$ cat src/rtl/emmc_req_arb.sv
// emmc_req_arb: round-robin arbiter and single-block transfer sequencer that
// shares one emmc_sm byte port between N_REQ requesters.
//
// Ports
//   clk_i, rst_i     system clock, synchronous active-high reset
//   req_i, we_i      per-requester request level and direction (1 = write)
//   wdat_i           per-requester write byte, requester k on [8k+7:8k]
//   gnt_o            one-hot grant, held for the whole transfer
//   dvalid_o         byte strobe to the granted requester
//   rdat_o           shared read byte, valid with dvalid_o on a read
//   done_o, err_o    one-cycle completion / error pulses
//   sm_we_o, sm_start_o, sm_dat_o        towards emmc_sm
//   sm_dat_i, sm_dvalid_i, sm_ready_i    from emmc_sm
//
// state  | meaning
// IDLE   | waiting for ready and a request; round-robin pick
// LAUNCH | one-cycle start pulse, clear counters
// XFER   | bytes moving; wait for busy->ready or timeout
// FINISH | done pulse (err on short block), release grant
// HALT   | timeout: done+err once, then park until reset
module emmc_req_arb #(
  parameter int N_REQ       = 2,
  parameter int BLK_BYTES   = 512,
  parameter int TIMEOUT_CYC = 1_000_000
) (
  input  logic               clk_i,
  input  logic               rst_i,
  input  logic [N_REQ-1:0]   req_i,
  input  logic [N_REQ-1:0]   we_i,
  input  logic [8*N_REQ-1:0] wdat_i,
  output logic [N_REQ-1:0]   gnt_o,
  output logic [N_REQ-1:0]   dvalid_o,
  output logic [7:0]         rdat_o,
  output logic [N_REQ-1:0]   done_o,
  output logic [N_REQ-1:0]   err_o,
  output logic               sm_we_o,
  output logic               sm_start_o,
  output logic [7:0]         sm_dat_o,
  input  logic [7:0]         sm_dat_i,
  input  logic               sm_dvalid_i,
  input  logic               sm_ready_i
);

  localparam int LG_W  = (N_REQ > 1) ? $clog2(N_REQ) : 1;
  localparam int CNT_W = $clog2(BLK_BYTES + 1);
  localparam int TO_W  = (TIMEOUT_CYC > 1) ? $clog2(TIMEOUT_CYC + 1) : 1;

  localparam logic [2:0] S_IDLE   = 3'd0;
  localparam logic [2:0] S_LAUNCH = 3'd1;
  localparam logic [2:0] S_XFER   = 3'd2;
  localparam logic [2:0] S_FINISH = 3'd3;
  localparam logic [2:0] S_HALT   = 3'd4;

  logic [2:0]       state;
  logic [LG_W-1:0]  last_gnt;
  logic [LG_W-1:0]  gnt_idx;
  logic [N_REQ-1:0] gnt_q;
  logic             we_q;
  logic [CNT_W-1:0] byte_cnt;
  logic [TO_W-1:0]  tmr;
  logic             busy_seen;
  logic             rd_dv_q;
  logic [7:0]       rdat_q;

  logic             win_found;
  logic [LG_W-1:0]  win_idx;
  logic [LG_W-1:0]  cidx;
  int               cand;
  logic [7:0]       wsel;

  // Search starts one past the last winner so every other pending requester
  // is served before the previous winner gets a second turn.
  always_comb begin
    win_found = 1'b0;
    win_idx   = '0;
    cand      = 0;
    cidx      = '0;
    for (int i = 1; i <= N_REQ; i++) begin
      cand = (int'(last_gnt) + i) % N_REQ;
      cidx = cand[LG_W-1:0];
      if (!win_found && req_i[cidx]) begin
        win_found = 1'b1;
        win_idx   = cidx;
      end
    end
  end

  always_comb begin
    wsel = 8'h00;
    for (int k = 0; k < N_REQ; k++) begin
      if (gnt_q[k]) wsel = wdat_i[8*k +: 8];
    end
  end

  always_ff @(posedge clk_i) begin
    if (rst_i) begin
      state     <= S_IDLE;
      last_gnt  <= LG_W'(N_REQ - 1);
      gnt_idx   <= '0;
      gnt_q     <= '0;
      we_q      <= 1'b0;
      byte_cnt  <= '0;
      tmr       <= '0;
      busy_seen <= 1'b0;
      rd_dv_q   <= 1'b0;
      rdat_q    <= 8'h00;
    end else begin
      rd_dv_q <= 1'b0;
      rdat_q  <= 8'h00;
      case (state)
        S_IDLE: begin
          if (sm_ready_i && win_found) begin
            gnt_q   <= N_REQ'(1) << win_idx;
            gnt_idx <= win_idx;
            we_q    <= we_i[win_idx];
            state   <= S_LAUNCH;
          end
        end
        S_LAUNCH: begin
          byte_cnt  <= '0;
          tmr       <= TO_W'(TIMEOUT_CYC - 1);
          busy_seen <= 1'b0;
          state     <= S_XFER;
        end
        S_XFER: begin
          if (!sm_ready_i) busy_seen <= 1'b1;
          if (sm_dvalid_i) begin
            if (byte_cnt != CNT_W'(BLK_BYTES)) byte_cnt <= byte_cnt + 1'b1;
            if (!we_q) begin
              rd_dv_q <= 1'b1;
              rdat_q  <= sm_dat_i;
            end
          end
          // ready only counts once emmc_sm has been seen busy; the ready
          // level left over from before the start pulse is stale.
          if (busy_seen && sm_ready_i) begin
            state <= S_FINISH;
          end else if (tmr == '0) begin
            state <= S_HALT;
          end else begin
            tmr <= tmr - 1'b1;
          end
        end
        S_FINISH: begin
          last_gnt <= gnt_idx;
          gnt_q    <= '0;
          state    <= S_IDLE;
        end
        S_HALT: begin
          // emmc_sm cannot be aborted, so only a reset leaves this state.
          gnt_q <= '0;
        end
        default: state <= S_IDLE;
      endcase
    end
  end

  assign gnt_o      = gnt_q;
  assign sm_we_o    = we_q;
  assign sm_start_o = (state == S_LAUNCH);
  assign rdat_o     = rdat_q;
  assign sm_dat_o   = (state == S_XFER && we_q) ? wsel : 8'h00;

  // Write strobe is combinational so the requester advances in the same
  // cycle emmc_sm takes the byte; read strobe follows the registered data.
  assign dvalid_o = (rd_dv_q ? gnt_q : '0) |
                    ((state == S_XFER && we_q && sm_dvalid_i) ? gnt_q : '0);

  // gnt_q is cleared at the end of FINISH and of the first HALT cycle,
  // which makes both pulses exactly one cycle long.
  assign done_o = (state == S_FINISH || state == S_HALT) ? gnt_q : '0;
  assign err_o  = (state == S_HALT ||
                   (state == S_FINISH && byte_cnt != CNT_W'(BLK_BYTES))) ? gnt_q : '0;

endmodule
$ cat config.mk
export PLATFORM = sky130hd
export DESIGN_NAME = emmc_req_arb
export DESIGN_NICKNAME = d
export VERILOG_FILES = /design/src/rtl/emmc_req_arb.sv
export SDC_FILE = /design/constraint.sdc
export NUM_CORES = 1
export LEC_CHECK = 0
export ABC_AREA = 1
export BUFFER_PORTS_ARGS = -buffer_cell sky130_fd_sc_hd__buf_4
export CAP_MARGIN = 20
export CORE_MARGIN = 3
export CORE_UTILIZATION = 57
export CTS_BUF_LIST = sky130_fd_sc_hd__clkbuf_8
export DETAILED_ROUTE_END_ITERATION = 16
export GPL_ROUTABILITY_DRIVEN = 0
export PLACE_DENSITY = 0.83
export SLEW_MARGIN = 0
export SYNTH_ARGS = -nofsm -noshare
export SYNTH_HDL_FRONTEND = slang
export SYNTH_SLANG_ARGS = --single-unit
$ cat constraint.sdc
create_clock -name clk_i -period 1.6 [get_ports clk_i]
set_input_delay 0.16 -clock clk_i [delete_from_list [all_inputs] [get_ports clk_i]]
set_output_delay 0.16 -clock clk_i [all_outputs]
set_load 0.05 [all_outputs]
==> out/results.ini <==
[sta]
rsz0062_at_grt=true
finalCritPeriodShare=1.17
setup_viol=12
max_slew_margin=0.758
whs_ns=0.0687
clock_skew_ns=0.00882
fin_crit_ns=1.88
post-route-worst-setup-slack_ns=-0.275
max_freq_mhz=533
hold_violations=0
maxSlewViolCount=0
worst_slew_pin_slew_ns=0.362

[cells_and_area]
drive_gt1_frac=0.325
layout.nets=550
final_area_sq_um=3980
diodes=0
synthToLayoutAreaGrowth_pct=41.7

[die]
start_util=0.615
fp-row-count=24
die_h_microns=76.2
die_w_microns=76.2
core_sq_um=4560
ios=58
die_area_sq_um=5800

[run]
drv_cap=0

[grt]
grt_max_degree=28
grt_pass1_vias=2846
antenna_found_initial=0
gr-total-overflow=0
grt_pass1_wl_mm=13.5
grt_usage=0.283

[setup_path]
arrival_ns=1.72
r2r_cells=11
r2r_end=byte_cnt[8]
crit_path_max_incr_delay_ns=0.33
critPathKind=reg -> out
worst_setup_path_start_kind=flop
cp_top_family=simple AND/OR/NAND/NOR gates
critPathBufInv=3
worst-path-stages=9
crit_slowest_cell=dfxtp_2
critPathMaxFanout=2
cp-end-kind=primary output
cp_cell_sequence=inv_2 -> ha_4 -> nand2_2 -> nor2_1 -> nand4_1 -> or2_4 -> nand2_4 -> clkinvlp_4 -> buf_8
crit_required_ns=1.44
r2r_setup_slack_ns=0.02
r2r-start=byte_cnt[0]

[detailed_routing]
drt_iter0_markers=465
drcViolationCount=0
drt-total-wl_mm=9.54
antenna_left=0
drt-wirelength-per-cell_microns=16.5
vias_per_cell=5.72
num_vias=3314
drt-pass1-iter-count=6

[hold_path]
hold_path.class=in -> reg
hold_path_end=rdat_o[5]
holdPathStages=3
hold_start=sm_dat_i[5]

[logic_synthesis]
yosysSeqAreaShare=0.343
async_flop_share=0
syn_avg_cell_area_sq_um=6.43
syn_inst=436
yosys_warnings=0
synth_top_family_by_area=simple AND/OR/NAND/NOR gates
yosys.area_share.adder=0.0178
ys.flop_type=dfxtp_1
synthMuxAreaShare=0.00357
synth-simple-area-share=0.390
synthXorXnorAreaFrac=0.0187
synth_seq_cells=48
synth_compound_area_frac=0.120
synth_edf_count=0
synth_fp_nets=472
yosysUniqueCellTypes=34
synth_area_sq_um=2810

[clock_network]
path_clk_slew_ns=0.09
cts_buffers=5
numClockSinks=48
cts.path.max_buffers=2
htreeDepth=2
cts-root-buf=clkbuf_8
hold_buffers=0
worstSkewPairLatency_ns=0.30
cts_tree=yes

[placed_design]
dp_hpwl_mm=5.71
placed_area_sq_um=3500
io_buffers=57
dpl_worst_slack_ns=-0.0124

[power_and_ir_drop]
p_per_area_nw_per_um2=1600
ir_drop_v=0.00111
p_leak_nw=1.70
power_mw=6.37

[status]
status=finished with violations
violations=negative setup slack

==> cell usage in the layout, fill, tap and decap left out, types with 3 or more instances in the layout <==
cell / netlist / layout
ha_1: 4 / 3
nor2_1: 80 / 60
nand2_1: 95 / 88
or2_2: 4 / 3
nand3_1: 43 / 42
nand2_8: 0 / 4
clkinvlp_4: 0 / 3
dfxtp_2: 0 / 6
a21oi_1: 37 / 31
nor3_1: 5 / 4
a21oi_2: 0 / 6
inv_1: 54 / 45
dfxtp_1: 48 / 40
nand2_2: 1 / 4
nor2_4: 1 / 16
buf_4: 2 / 66
o21ai_0: 12 / 10
buf_6: 4 / 5
inv_2: 1 / 5
xnor2_1: 4 / 4
clkbuf_8: 0 / 7
a22oi_2: 0 / 7
nand2_4: 2 / 3
nand3b_1: 3 / 3
nand4_1: 7 / 7
nor2_2: 2 / 7
buf_8: 0 / 10
==> metal layers <==
| metal | GRT usage | vias to the layer above | part of all wire |
|---|---|---|---|
| met2 | 0.474 | 215 | 0.50 |
| li1 | - | 1559 | - |
| met1 | 0.377 | 1510 | 0.38 |
| met4 | 0.0598 | 0 | 0.027 |
| met5 | 0 | - | 0 |
| met3 | 0.0556 | 30 | 0.095 |
==> area by class of cell <==
class                      count  area [sq um]
clock buffer                   7          96.3
fill                         263           588
inverter                      56           231
multi-input combinational    320          1850
sequential                    48           976
tap                           65          81.3
timing repair buffer          83           742
==> cells in the mapped netlist (2+ instances only) <==
| master | n | area, sq um |
|---|---|---|
| a21oi_1 | 37 | 185 |
| nor2_1 | 80 | 300 |
| nand2_1 | 95 | 357 |
| a22oi_1 | 8 | 60.1 |
| clkbuf_1 | 4 | 15.0 |
| buf_2 | 2 | 10.0 |
| xnor2_1 | 4 | 35.0 |
| o21ai_0 | 12 | 60.1 |
| nand4_1 | 7 | 43.8 |
| or2_2 | 4 | 25.0 |
| ha_1 | 4 | 50.1 |
| inv_1 | 54 | 203 |
| buf_4 | 2 | 15.0 |
| buf_6 | 4 | 45.0 |
| nor3_1 | 5 | 25.0 |
| nand3_1 | 43 | 215 |
| nand2_4 | 2 | 22.5 |
| nand3b_1 | 3 | 22.5 |
| nor2_2 | 2 | 12.5 |
| xor2_1 | 2 | 17.5 |
| nor3_2 | 2 | 20.0 |
| dfxtp_1 | 48 | 961 |
==> sequential cells by signal (all words and copies together), names as in the netlist, 2 cells and up <==
register,flops
tmr,20
byte_cnt,10
rdat_o,8
state,3
gnt_o,2
==> timing repair <==
item / CTS / global route
pin swaps: 2 / 8
gates cloned: 0 / 1
setup endpoints to repair: 14 / 47
gates resized for setup: 34 / 59
setup buffers: 2 / 3
==> worst min-delay path, stage by stage <==
cell	delay, ns
buf_4	0.08
inv_1	0.03
nor2_1	0.08
==> logic make-up after synthesis <==
kind of cell    count (synthesis)
compound gates                 60
xor+xnor                        6
fa+ha+maj                       4
buf+inv                        69
flops                          48
mux                             1
simple gates                  248
==> where the power goes <==
part | switching [mW] | total (mW) | internal [mW]
logic | 2.51 | 3.94 | 1.42
registers | 0.228 | 1.65 | 1.42
clock network | 0.400 | 0.786 | 0.386
total | 3.14 | 6.37 | 3.23
==> how the worst max path moves through the flow <==
| stage | slack (ns) | start | to |
|---|---|---|---|
| 5_1_grt | -0.36 | byte_cnt[0] | err_o[0] |
| 3_3_place_gp | 0.008 | byte_cnt[0] | err_o[0] |
| 6_report | -0.28 | byte_cnt[0] | err_o[1] |
| 4_1_cts | -0.26 | byte_cnt[0] | err_o[1] |
| 2_1_floorplan | -0.02 | gnt_o[1] | err_o[1] |
| 3_5_place_dp | -0.01 | byte_cnt[1] | err_o[0] |
==> stage by stage <==
step / utilization / std cells / setup TNS, ns
finish: 0.871 / 579 / -1.65
detailed placement: 0.768 / 567 / -0.0231
floorplan: - / 436 / -0.0162
CTS: 0.815 / 576 / -0.510
global placement: 0.768 / 567 / 0
global route: 0.871 / 579 / -3.73
(Power assumes the default switching activity.)
